File: src/rtl/time_base_controller_pkg.sv
// Shared definitions for the alarm clock time base: set-mode encodings,
// FSM state type, time field limits and widths.
package time_base_controller_pkg;

  localparam logic [1:0] MODE_RUN     = 2'b00;
  localparam logic [1:0] MODE_SET_HR  = 2'b01;
  localparam logic [1:0] MODE_SET_MIN = 2'b10;

  typedef enum logic [1:0] {
    ST_RUN     = 2'd0,
    ST_SET_HR  = 2'd1,
    ST_SET_MIN = 2'd2
  } state_t;

  localparam int unsigned HOURS_LIMIT  = 24;
  localparam int unsigned MINSEC_LIMIT = 60;
  localparam int unsigned HOURS_W      = 5;
  localparam int unsigned MINSEC_W     = 6;

  // Mode 11 is not a set mode and falls back to RUN.
  function automatic state_t mode_to_state(input logic [1:0] mode);
    case (mode)
      MODE_SET_HR:  return ST_SET_HR;
      MODE_SET_MIN: return ST_SET_MIN;
      MODE_RUN:     return ST_RUN;
      default:      return ST_RUN;
    endcase
  endfunction

endpackage

File: src/rtl/time_base_controller_tick_gen.sv
// tick_gen: free-running divide-by-P counter producing a registered
// one-cycle tick in the cycle after the counter reaches P-1.
// Ports:
//   i_Clk   - system clock
//   i_Reset - synchronous active-high reset
//   i_Clear - synchronous clear/hold of counter and tick
//   o_Tick  - one-cycle pulse every P cycles
module tick_gen #(
  parameter int unsigned P = 2
) (
  input  logic i_Clk,
  input  logic i_Reset,
  input  logic i_Clear,
  output logic o_Tick
);

  localparam int unsigned CW = (P > 1) ? $clog2(P) : 1;
  localparam logic [CW-1:0] LAST = CW'(P - 1);

  logic [CW-1:0] r_Count;
  logic          r_Tick;
  logic          w_Last;

  assign w_Last = (r_Count == LAST);

  always_ff @(posedge i_Clk) begin
    if (i_Reset || i_Clear) begin
      r_Count <= '0;
      r_Tick  <= 1'b0;
    end else begin
      r_Tick  <= w_Last;
      r_Count <= w_Last ? '0 : r_Count + CW'(1);
    end
  end

  assign o_Tick = r_Tick;

endmodule

File: src/rtl/time_base_controller.sv
// time_base_controller: single time base for the alarm clock. Derives the
// 1 Hz, display-scan and blink clock enables from i_Clk and sequences the
// HH:MM:SS binary counters under a RUN / SET_HR / SET_MIN FSM.
// Ports:
//   i_Clk, i_Reset  - clock, synchronous active-high reset
//   i_Set_Mode[1:0] - 00 run, 01 set hours, 10 set minutes, 11 run
//   i_Inc           - one-cycle increment pulse for the selected field
//   o_Hours/o_Minutes/o_Seconds - current time (binary)
//   o_Tick_1Hz, o_Tick_Scan     - one-cycle enables
//   o_Blink         - 50% square wave at BLINK_HZ
//   o_Setting       - high while in a set state
module time_base_controller
  import time_base_controller_pkg::*;
#(
  parameter int unsigned CLK_IN   = 100000000,
  parameter int unsigned SCAN_HZ  = 1000,
  parameter int unsigned BLINK_HZ = 2
) (
  input  logic                i_Clk,
  input  logic                i_Reset,
  input  logic [1:0]          i_Set_Mode,
  input  logic                i_Inc,
  output logic [HOURS_W-1:0]  o_Hours,
  output logic [MINSEC_W-1:0] o_Minutes,
  output logic [MINSEC_W-1:0] o_Seconds,
  output logic                o_Tick_1Hz,
  output logic                o_Tick_Scan,
  output logic                o_Blink,
  output logic                o_Setting
);

  generate
    if ((CLK_IN % SCAN_HZ) != 0 || (CLK_IN % (2 * BLINK_HZ)) != 0) begin : g_bad_div
      $error("time_base_controller: CLK_IN must be divisible by SCAN_HZ and 2*BLINK_HZ");
    end
  endgenerate

  state_t              r_State;
  state_t              w_Next_State;
  logic [HOURS_W-1:0]  r_Hours;
  logic [MINSEC_W-1:0] r_Minutes;
  logic [MINSEC_W-1:0] r_Seconds;
  logic                r_Blink;

  logic w_Tick_1Hz, w_Tick_Scan, w_Tick_Blink;
  logic w_Hold_1Hz, w_Enter_Set;
  logic w_Sec_Last, w_Min_Last, w_Hr_Last;
  logic [HOURS_W-1:0]  w_Hours_Next;
  logic [MINSEC_W-1:0] w_Minutes_Next;

  assign w_Next_State = mode_to_state(i_Set_Mode);
  assign w_Enter_Set  = (r_State == ST_RUN) && (w_Next_State != ST_RUN);
  // Holding the 1 Hz divider on the next state (not the current one) clears
  // it on the entry edge itself, so a tick coinciding with entry is discarded.
  assign w_Hold_1Hz   = (w_Next_State != ST_RUN);

  tick_gen #(.P(CLK_IN)) u_tick_1hz (
    .i_Clk   (i_Clk),
    .i_Reset (i_Reset),
    .i_Clear (w_Hold_1Hz),
    .o_Tick  (w_Tick_1Hz)
  );

  tick_gen #(.P(CLK_IN / SCAN_HZ)) u_tick_scan (
    .i_Clk   (i_Clk),
    .i_Reset (i_Reset),
    .i_Clear (1'b0),
    .o_Tick  (w_Tick_Scan)
  );

  tick_gen #(.P(CLK_IN / (2 * BLINK_HZ))) u_tick_blink (
    .i_Clk   (i_Clk),
    .i_Reset (i_Reset),
    .i_Clear (1'b0),
    .o_Tick  (w_Tick_Blink)
  );

  assign w_Sec_Last     = (r_Seconds == MINSEC_W'(MINSEC_LIMIT - 1));
  assign w_Min_Last     = (r_Minutes == MINSEC_W'(MINSEC_LIMIT - 1));
  assign w_Hr_Last      = (r_Hours == HOURS_W'(HOURS_LIMIT - 1));
  assign w_Hours_Next   = w_Hr_Last  ? '0 : r_Hours + HOURS_W'(1);
  assign w_Minutes_Next = w_Min_Last ? '0 : r_Minutes + MINSEC_W'(1);

  always_ff @(posedge i_Clk) begin
    if (i_Reset) begin
      r_State   <= ST_RUN;
      r_Hours   <= '0;
      r_Minutes <= '0;
      r_Seconds <= '0;
      r_Blink   <= 1'b0;
    end else begin
      r_State <= w_Next_State;
      if (w_Tick_Blink) r_Blink <= ~r_Blink;

      // Entry from RUN takes priority over a coincident 1 Hz advance.
      if (w_Enter_Set) begin
        r_Seconds <= '0;
      end else begin
        case (r_State)
          ST_RUN: begin
            if (w_Tick_1Hz) begin
              if (w_Sec_Last) begin
                r_Seconds <= '0;
                r_Minutes <= w_Minutes_Next;
                if (w_Min_Last) r_Hours <= w_Hours_Next;
              end else begin
                r_Seconds <= r_Seconds + MINSEC_W'(1);
              end
            end
          end
          ST_SET_HR:  if (i_Inc) r_Hours   <= w_Hours_Next;
          ST_SET_MIN: if (i_Inc) r_Minutes <= w_Minutes_Next;
          default: ;
        endcase
      end
    end
  end

  assign o_Hours     = r_Hours;
  assign o_Minutes   = r_Minutes;
  assign o_Seconds   = r_Seconds;
  assign o_Tick_1Hz  = w_Tick_1Hz;
  assign o_Tick_Scan = w_Tick_Scan;
  assign o_Blink     = r_Blink;
  assign o_Setting   = (r_State != ST_RUN);

endmodule

File: config.mk
export PLATFORM = sky130hd
export DESIGN_NAME = time_base_controller
export DESIGN_NICKNAME = d
export VERILOG_FILES = /design/src/rtl/time_base_controller_pkg.sv /design/src/rtl/time_base_controller_tick_gen.sv /design/src/rtl/time_base_controller.sv
export SDC_FILE = /design/constraint.sdc
export NUM_CORES = 1
export LEC_CHECK = 0
export BUFFER_PORTS_ARGS = -buffer_cell sky130_fd_sc_hd__buf_2
export CAP_MARGIN = 30
export CORE_MARGIN = 2
export CORE_UTILIZATION = 50
export DETAILED_ROUTE_END_ITERATION = 12
export GPL_TIMING_DRIVEN = 0
export PLACE_DENSITY = 0.66
export SYNTH_ARGS = -nofsm -noshare
export SYNTH_HDL_FRONTEND = slang
export SYNTH_SLANG_ARGS = --single-unit
File: constraint.sdc
create_clock -name i_Clk -period 6.8 [get_ports i_Clk]
set_clock_uncertainty 0.2 [all_clocks]
set_input_delay 0.68 -clock i_Clk [delete_from_list [all_inputs] [get_ports i_Clk]]
set_output_delay 0.68 -clock i_Clk [all_outputs]
set_load 0.005 [all_outputs]
# Word level (Yosys, flattened, before mapping)
# Index checks and enable logic that the tools add are counted.
[totals]
reg_bits = 92
in_bits = 5
output_inout_bits = 21
elab_cells = 61
[op_classes]
n_addsub = 6
n_eq_ne = 15
n_mux = 13
bitwise_logic = 2
n_reduce_logical = 14
[ops]
columns = ["cell", "n"]
rows = [
  ["two-way mux 6 bit", 5],
  ["adder 27 x 1 -> 27 bit (second input constant)", 1],
  ["equality test 27 bit (second input constant)", 1],
  ["adder 25 x 1 -> 25 bit (second input constant)", 1],
  ["equality test 25 bit (second input constant)", 1],
  ["two-way mux 5 bit", 5],
  ["adder 17 x 1 -> 17 bit (second input constant)", 1],
  ["equality test 17 bit (second input constant)", 1],
  ["adder 6 x 1 -> 6 bit (second input constant)", 2],
  ["equality test 6 bit (second input constant)", 2],
  ["case mux 6 bit (2 select lines)", 1],
  ["case mux 5 bit (2 select lines)", 1],
  ["!= test 2 bit (second input constant)", 4],
  ["nonzero test 2 bit", 4],
  ["OR reduction 2 bit", 4],
  ["AND reduction 6 bit", 1],
  ["adder 5 x 1 -> 5 bit (second input constant)", 1],
  ["equality test 5 bit (second input constant)", 1],
  ["AND reduction 5 bit", 1],
  ["equality test 2 x 1 -> 1 bit (second input constant)", 2],
  ["equality test 2 bit (second input constant)", 2],
  ["case mux 2 bit (2 select lines)", 1],
  ["logical NOT 2 bit", 1],
  ["!= test 2 x 1 -> 1 bit (second input constant)", 1],
  ["other kinds (4)", 5],
]

# Logic depth before layout (Yosys ltp)
[depth]
depth_word = 6
ltp_mapped = 7
mapped_depth_nobuf = 6

# By module
# From an unflattened synthesis, not the netlist that was laid out.
[unflattened]
cells_unflattened = 505
area_unflattened_um2 = 4388.0
[by_module_without_submodules]
columns = ["mod", "instances", "cells_each", "area_per_inst_um2", "seq_area_each_um2"]
rows = [
  ["tick_gen (u_tick_1hz)", 1, 155, 1322.5, 560.5],
  ["tick_gen (u_tick_blink)", 1, 137, 1186.1, 520.5],
  ["time_base_controller", 1, 125, 1091.0, 400.4],
  ["tick_gen (u_tick_scan)", 1, 88, 788.3, 360.3],
]

# Least setup slack after synthesis
# No wires, ideal clock.
[synth_path]
path_kind = "input port to flip-flop"
from = "input port i_Set_Mode[0]"
to = "register r_Minutes[0], in the netlist o_Minutes[0]"
setup_time_ps = 138
arrival_time_ps = 2121
required_time_ps = 6462
path_slack_ps = 4341
cell_stages = 7
n_path_buf = 1
path_cell_list = "inv_1 ha_1 inv_1 o41a_1 clkbuf_1 o31ai_1 a21oi_1"
[synth_between]
elab_chain_cells = 6
elab_cells_between_ends = 7
cone_classes = "eq/ne (2); mux (1); bitwise (1); reduce/logical (3)"
[synth_lines]
columns = ["item", "line", "source"]
rows = [
  ["from (decl)", "time_base_controller.sv:21", "input logic [1:0] i_Set_Mode,"],
  ["equality test 2 bit / equality test 2 x 1 -> 1 bit (equally long branches)", "time_base_controller_pkg.sv:22", "case (mode)"],
  ["case mux 2 bit (2 select lines) *", "time_base_controller_pkg.sv:22", ""],
  ["nonzero test 2 bit *", "time_base_controller.sv:52", "assign w_Enter_Set = (r_State == ST_RUN) && (w_Next_State != ST_RUN);"],
  ["logical AND 1 bit *", "time_base_controller.sv:52", ""],
  ["inverter 1 bit (no source line) *", "-", ""],
  ["AND reduction 5 bit (no source line) *", "-", ""],
  ["to (signal assigned)", "time_base_controller.sv:104", "r_Minutes <= w_Minutes_Next;"],
  ["to (signal assigned)", "time_base_controller.sv:112", "ST_SET_MIN: if (i_Inc) r_Minutes <= w_Minutes_Next;"],
  ["to (decl)", "time_base_controller.sv:41", "logic [MINSEC_W-1:0] r_Minutes;"],
]
# Every way passes the cells marked *; elsewhere a longest branch is shown, timed or not.
# A chain may end at the register's enable or synchronous reset.

# Worst setup path in the final report
[layout_path]
from = "register u_tick_1hz.r_Count[0]"
to = "register u_tick_1hz.r_Count[9]"
[layout_between]
elab_chain_cells = 2
elab_cells_between_ends = 3
cone_classes = "add/sub (1); eq/ne (1); reduce/logical (1)"
[layout_lines]
columns = ["item", "line", "source"]
rows = [
  ["from (decl)", "time_base_controller_tick_gen.sv:20", "logic [CW-1:0] r_Count;"],
  ["from (signal assigned)", "time_base_controller_tick_gen.sv:32", "r_Count <= w_Last ? '0 : r_Count + CW'(1);"],
  ["parallel branches: the longest is 2 deep, another holds adder 27 x 1 -> 27 bit", "-", ""],
]
# Parallel ways; which one is timed is not known.

==> metrics.yaml <==
run_status:
  status: "complete, no violations"
route:
  drtPass1Iterations: 4
  wl_um: 8780
  avgViaCountPerCell: 5.77
  vias: 3663
  drc: 0
  antenna_left: 0
  wire_per_inst_um: 13.8
  first_iter_violations: 105
clocking:
  cts_tree: "yes"
  cts.sink_count: 92
  cts_root_buf: "clkbuf_8"
  cts_resized: 0
  cts_buffers: 9
  insertion_delay_ns: 0.36
  post_cts_buffers: 0
  h-tree-depth: 3
  hold_buffers: 0
  clk_path_buf_depth: 2
  clkTransAtPathRegs_ns: 0.10
global_route:
  grt_util_met1: 0.268
  grt_pass1_wl_um: 15600
  grt_pass1_vias: 3405
  antenna_found_initial: 0
  use_met3: 0.0318
  grt_most_used_layer: "met2"
  grt_usage: 0.193
  grt-ovfl-total: 0
  grt_util_met2: 0.306
  grt_max_degree: 17
synth:
  synth.most_common_cell: "dfxtp_1"
  ys.flop_type: "dfxtp_1"
  synth_area_um2: 4310
  avgSynthCellArea_um2: 8.82
  synth_top_area_cell: "dfxtp_1"
  yosys.area.top_type_share: 0.427
  synth_seq_area_share: 0.427
  synth-seq-cells: 92
  synthArstFlopShare: 0
  synth_warnings: 0
  synth_edf_count: 0
  synth_fp_nets: 502
  synth_cells: 489
  synth_common_cells: "92 x dfxtp_1, 41 x nor2_1, 27 x xor2_1"
  synth_cell_type_count: 49
  ys_top_cells_by_area: "dfxtp_1 43%, xor2_1 5.5%, nor2_1 3.6%, nand4_1 3.5%, a21oi_1 3.0%"
sta:
  slew_viol_final: 0
  rsz0062_at_grt: "false"
  fin_crit_ns: 2.65
  tightest_slew_ns: 0.979
  final_hold_viol_count: 0
  finalCritPeriodShare: 0.390
  setup_viol: 0
  max_freq_mhz: 377
  fin_setup_tns_ns: 0
  max-slew-margin-rel: 0.342
final_layout:
  drive_gt1_frac: 0.125
  diodes: 0
  syn2layout_area_growth_pct: 11.3
  finalInstanceArea_um2: 4800
  nNetsFinal: 538
power_and_ir_drop:
  p_int_uw: 774
  cellLeakagePower_nw: 1.62
  finalPower_uw: 999
  power_switching_uw: 225
  clockPowerShare: 0.421
  switching_share: 0.226
  combinationalPowerShare: 0.031
  ir_drop_mv: 0.110
  power_density_nw_per_um2: 208
  pwr-share-seq: 0.548
min_path:
  hp-class: "register to register"
  min_to: "u_tick_scan.r_Count[0]"
  min_from: "u_tick_scan.r_Count[0]"
  min_delay_path_depth: 1
setup_path:
  reg2reg_from: "u_tick_1hz.r_Count[0]"
  path_class: "register to register"
  reg2reg_to: "u_tick_1hz.r_Count[9]"
  r2r_cells: 6
  startpoint_type: "register"
  end_kind: "register"
  rrSetupSlack_ns: 4.15
  cp.required_ns: 6.82
  worst-path-max-fanout: 10
  critPathArrivalTime_ns: 2.67
floorplan:
  core_um2: 8300
  die_width_um: 96.9
  start_util: 0.520
  die-area_um2: 9390
  die_h_um: 96.9
  num_rows: 33
  io_pins: 26
placement:
  io_buffers: 25
  dp_hpwl_um: 6160
  place_area_um2: 4570
  gp_congestion: 0.797
run:
  maxCapViolCount: 0
## kinds of logic after synthesis
group | Yosys count | synth area share
simple gates | 221 | 0.295
xor+xnor | 39 | 0.0792
fa+ha+maj | 8 | 0.0232
flops | 92 | 0.427
buf+inv | 39 | 0.0386
compound gates | 86 | 0.127
mux | 4 | 0.00957
## state kept, by name (all words and copies together), names as in the netlist
signal,flops
o_Blink,1
o_Hours,5
o_Minutes,6
o_Seconds,6
r_State,2
u_tick_1hz.o_Tick,1
u_tick_1hz.r_Count,27
u_tick_blink.o_Tick,1
u_tick_blink.r_Count,25
u_tick_scan.o_Tick,1
u_tick_scan.r_Count,17
## routing by layer
metal | up-vias | wire, um | share of wire
met5 | - | 0 | 0
met4 | 0 | 92 | 0.010
met3 | 8 | 341 | 0.039
met2 | 73 | 3950 | 0.45
met1 | 1717 | 4400 | 0.50
li1 | 1865 | - | -
## area by class of cell
cell class	count	area [um2]
repair buffers	25	125
plain buffers	20	95.1
well taps	105	131
clock inverters	6	93.8
fillers	779	3500
flip-flops and latches	92	1840
clock buffers	10	138
multi-input cells	358	2310
inverters	19	71.3
## worst max-delay path by stage
stage | startpoint | end | slack (ns) | depth (start not counted)
final | u_tick_1hz.r_Count[0] | u_tick_1hz.r_Count[9] | 4.15 | 6
after global routing | u_tick_1hz.r_Count[0] | u_tick_1hz.r_Count[12] | 3.94 | 6
after CTS | u_tick_1hz.r_Count[0] | u_tick_1hz.r_Count[13] | 4.13 | 6
after detailed placement | i_Set_Mode[0] | o_Minutes[3] | 3.92 | 8
after global placement | i_Set_Mode[0] | o_Minutes[2] | 3.95 | 8
after floorplan | i_Set_Mode[0] | o_Minutes[0] | 4.34 | 7
## power groups by stage
stage / Clock, mW / Sequential (mW) / Combinational [mW]
2_1_floorplan: 0 / 0.559 / 0.0214
3_3_place_gp: 0 / 0.560 / 0.0305
3_5_place_dp: 0 / 0.560 / 0.0311
4_1_cts: 0.433 / 0.548 / 0.0313
5_1_grt: 0.457 / 0.549 / 0.0353
6_report: 0.420 / 0.548 / 0.0309
## cell usage in the layout, fill, tap and decap left out, types with 6 or more instances in the layout
| cell | instances |
|---|---|
| a211oi_1 | 12 |
| a21oi_1 | 26 |
| and3_1 | 9 |
| and4_1 | 6 |
| buf_2 | 29 |
| clkbuf_1 | 13 |
| clkbuf_8 | 10 |
| dfxtp_1 | 92 |
| ha_1 | 8 |
| inv_1 | 19 |
| nand2_1 | 24 |
| nand3_1 | 26 |
| nand4_1 | 24 |
| nor2_1 | 41 |
| nor2b_1 | 6 |
| nor3_1 | 17 |
| o21ai_0 | 21 |
| o31ai_1 | 17 |
| or3_1 | 15 |
| or4_1 | 16 |
| xnor2_1 | 12 |
| xor2_1 | 27 |
## through the flow
step | hold slack, ns | instances | setup WS, ns | util
3_3_place_gp | 0.223 | 619 | 3.95 | 0.551
2_1_floorplan | 0.213 | 489 | 4.34 | -
4_1_cts | 0.253 | 635 | 4.13 | 0.579
5_1_grt | 0.275 | 635 | 3.94 | 0.579
6_report | 0.251 | 635 | 4.15 | 0.579
3_5_place_dp | 0.236 | 619 | 3.92 | 0.551
## critical path, cell delays in order (launching register included)
cell      delay [ns]
dfxtp_1         0.35
ha_1            0.15
clkbuf_1        0.29
nand4_1         0.21
nor4_2          0.90
buf_2           0.36
nor3_1          0.07
Power figures use the tool's default switching activity.
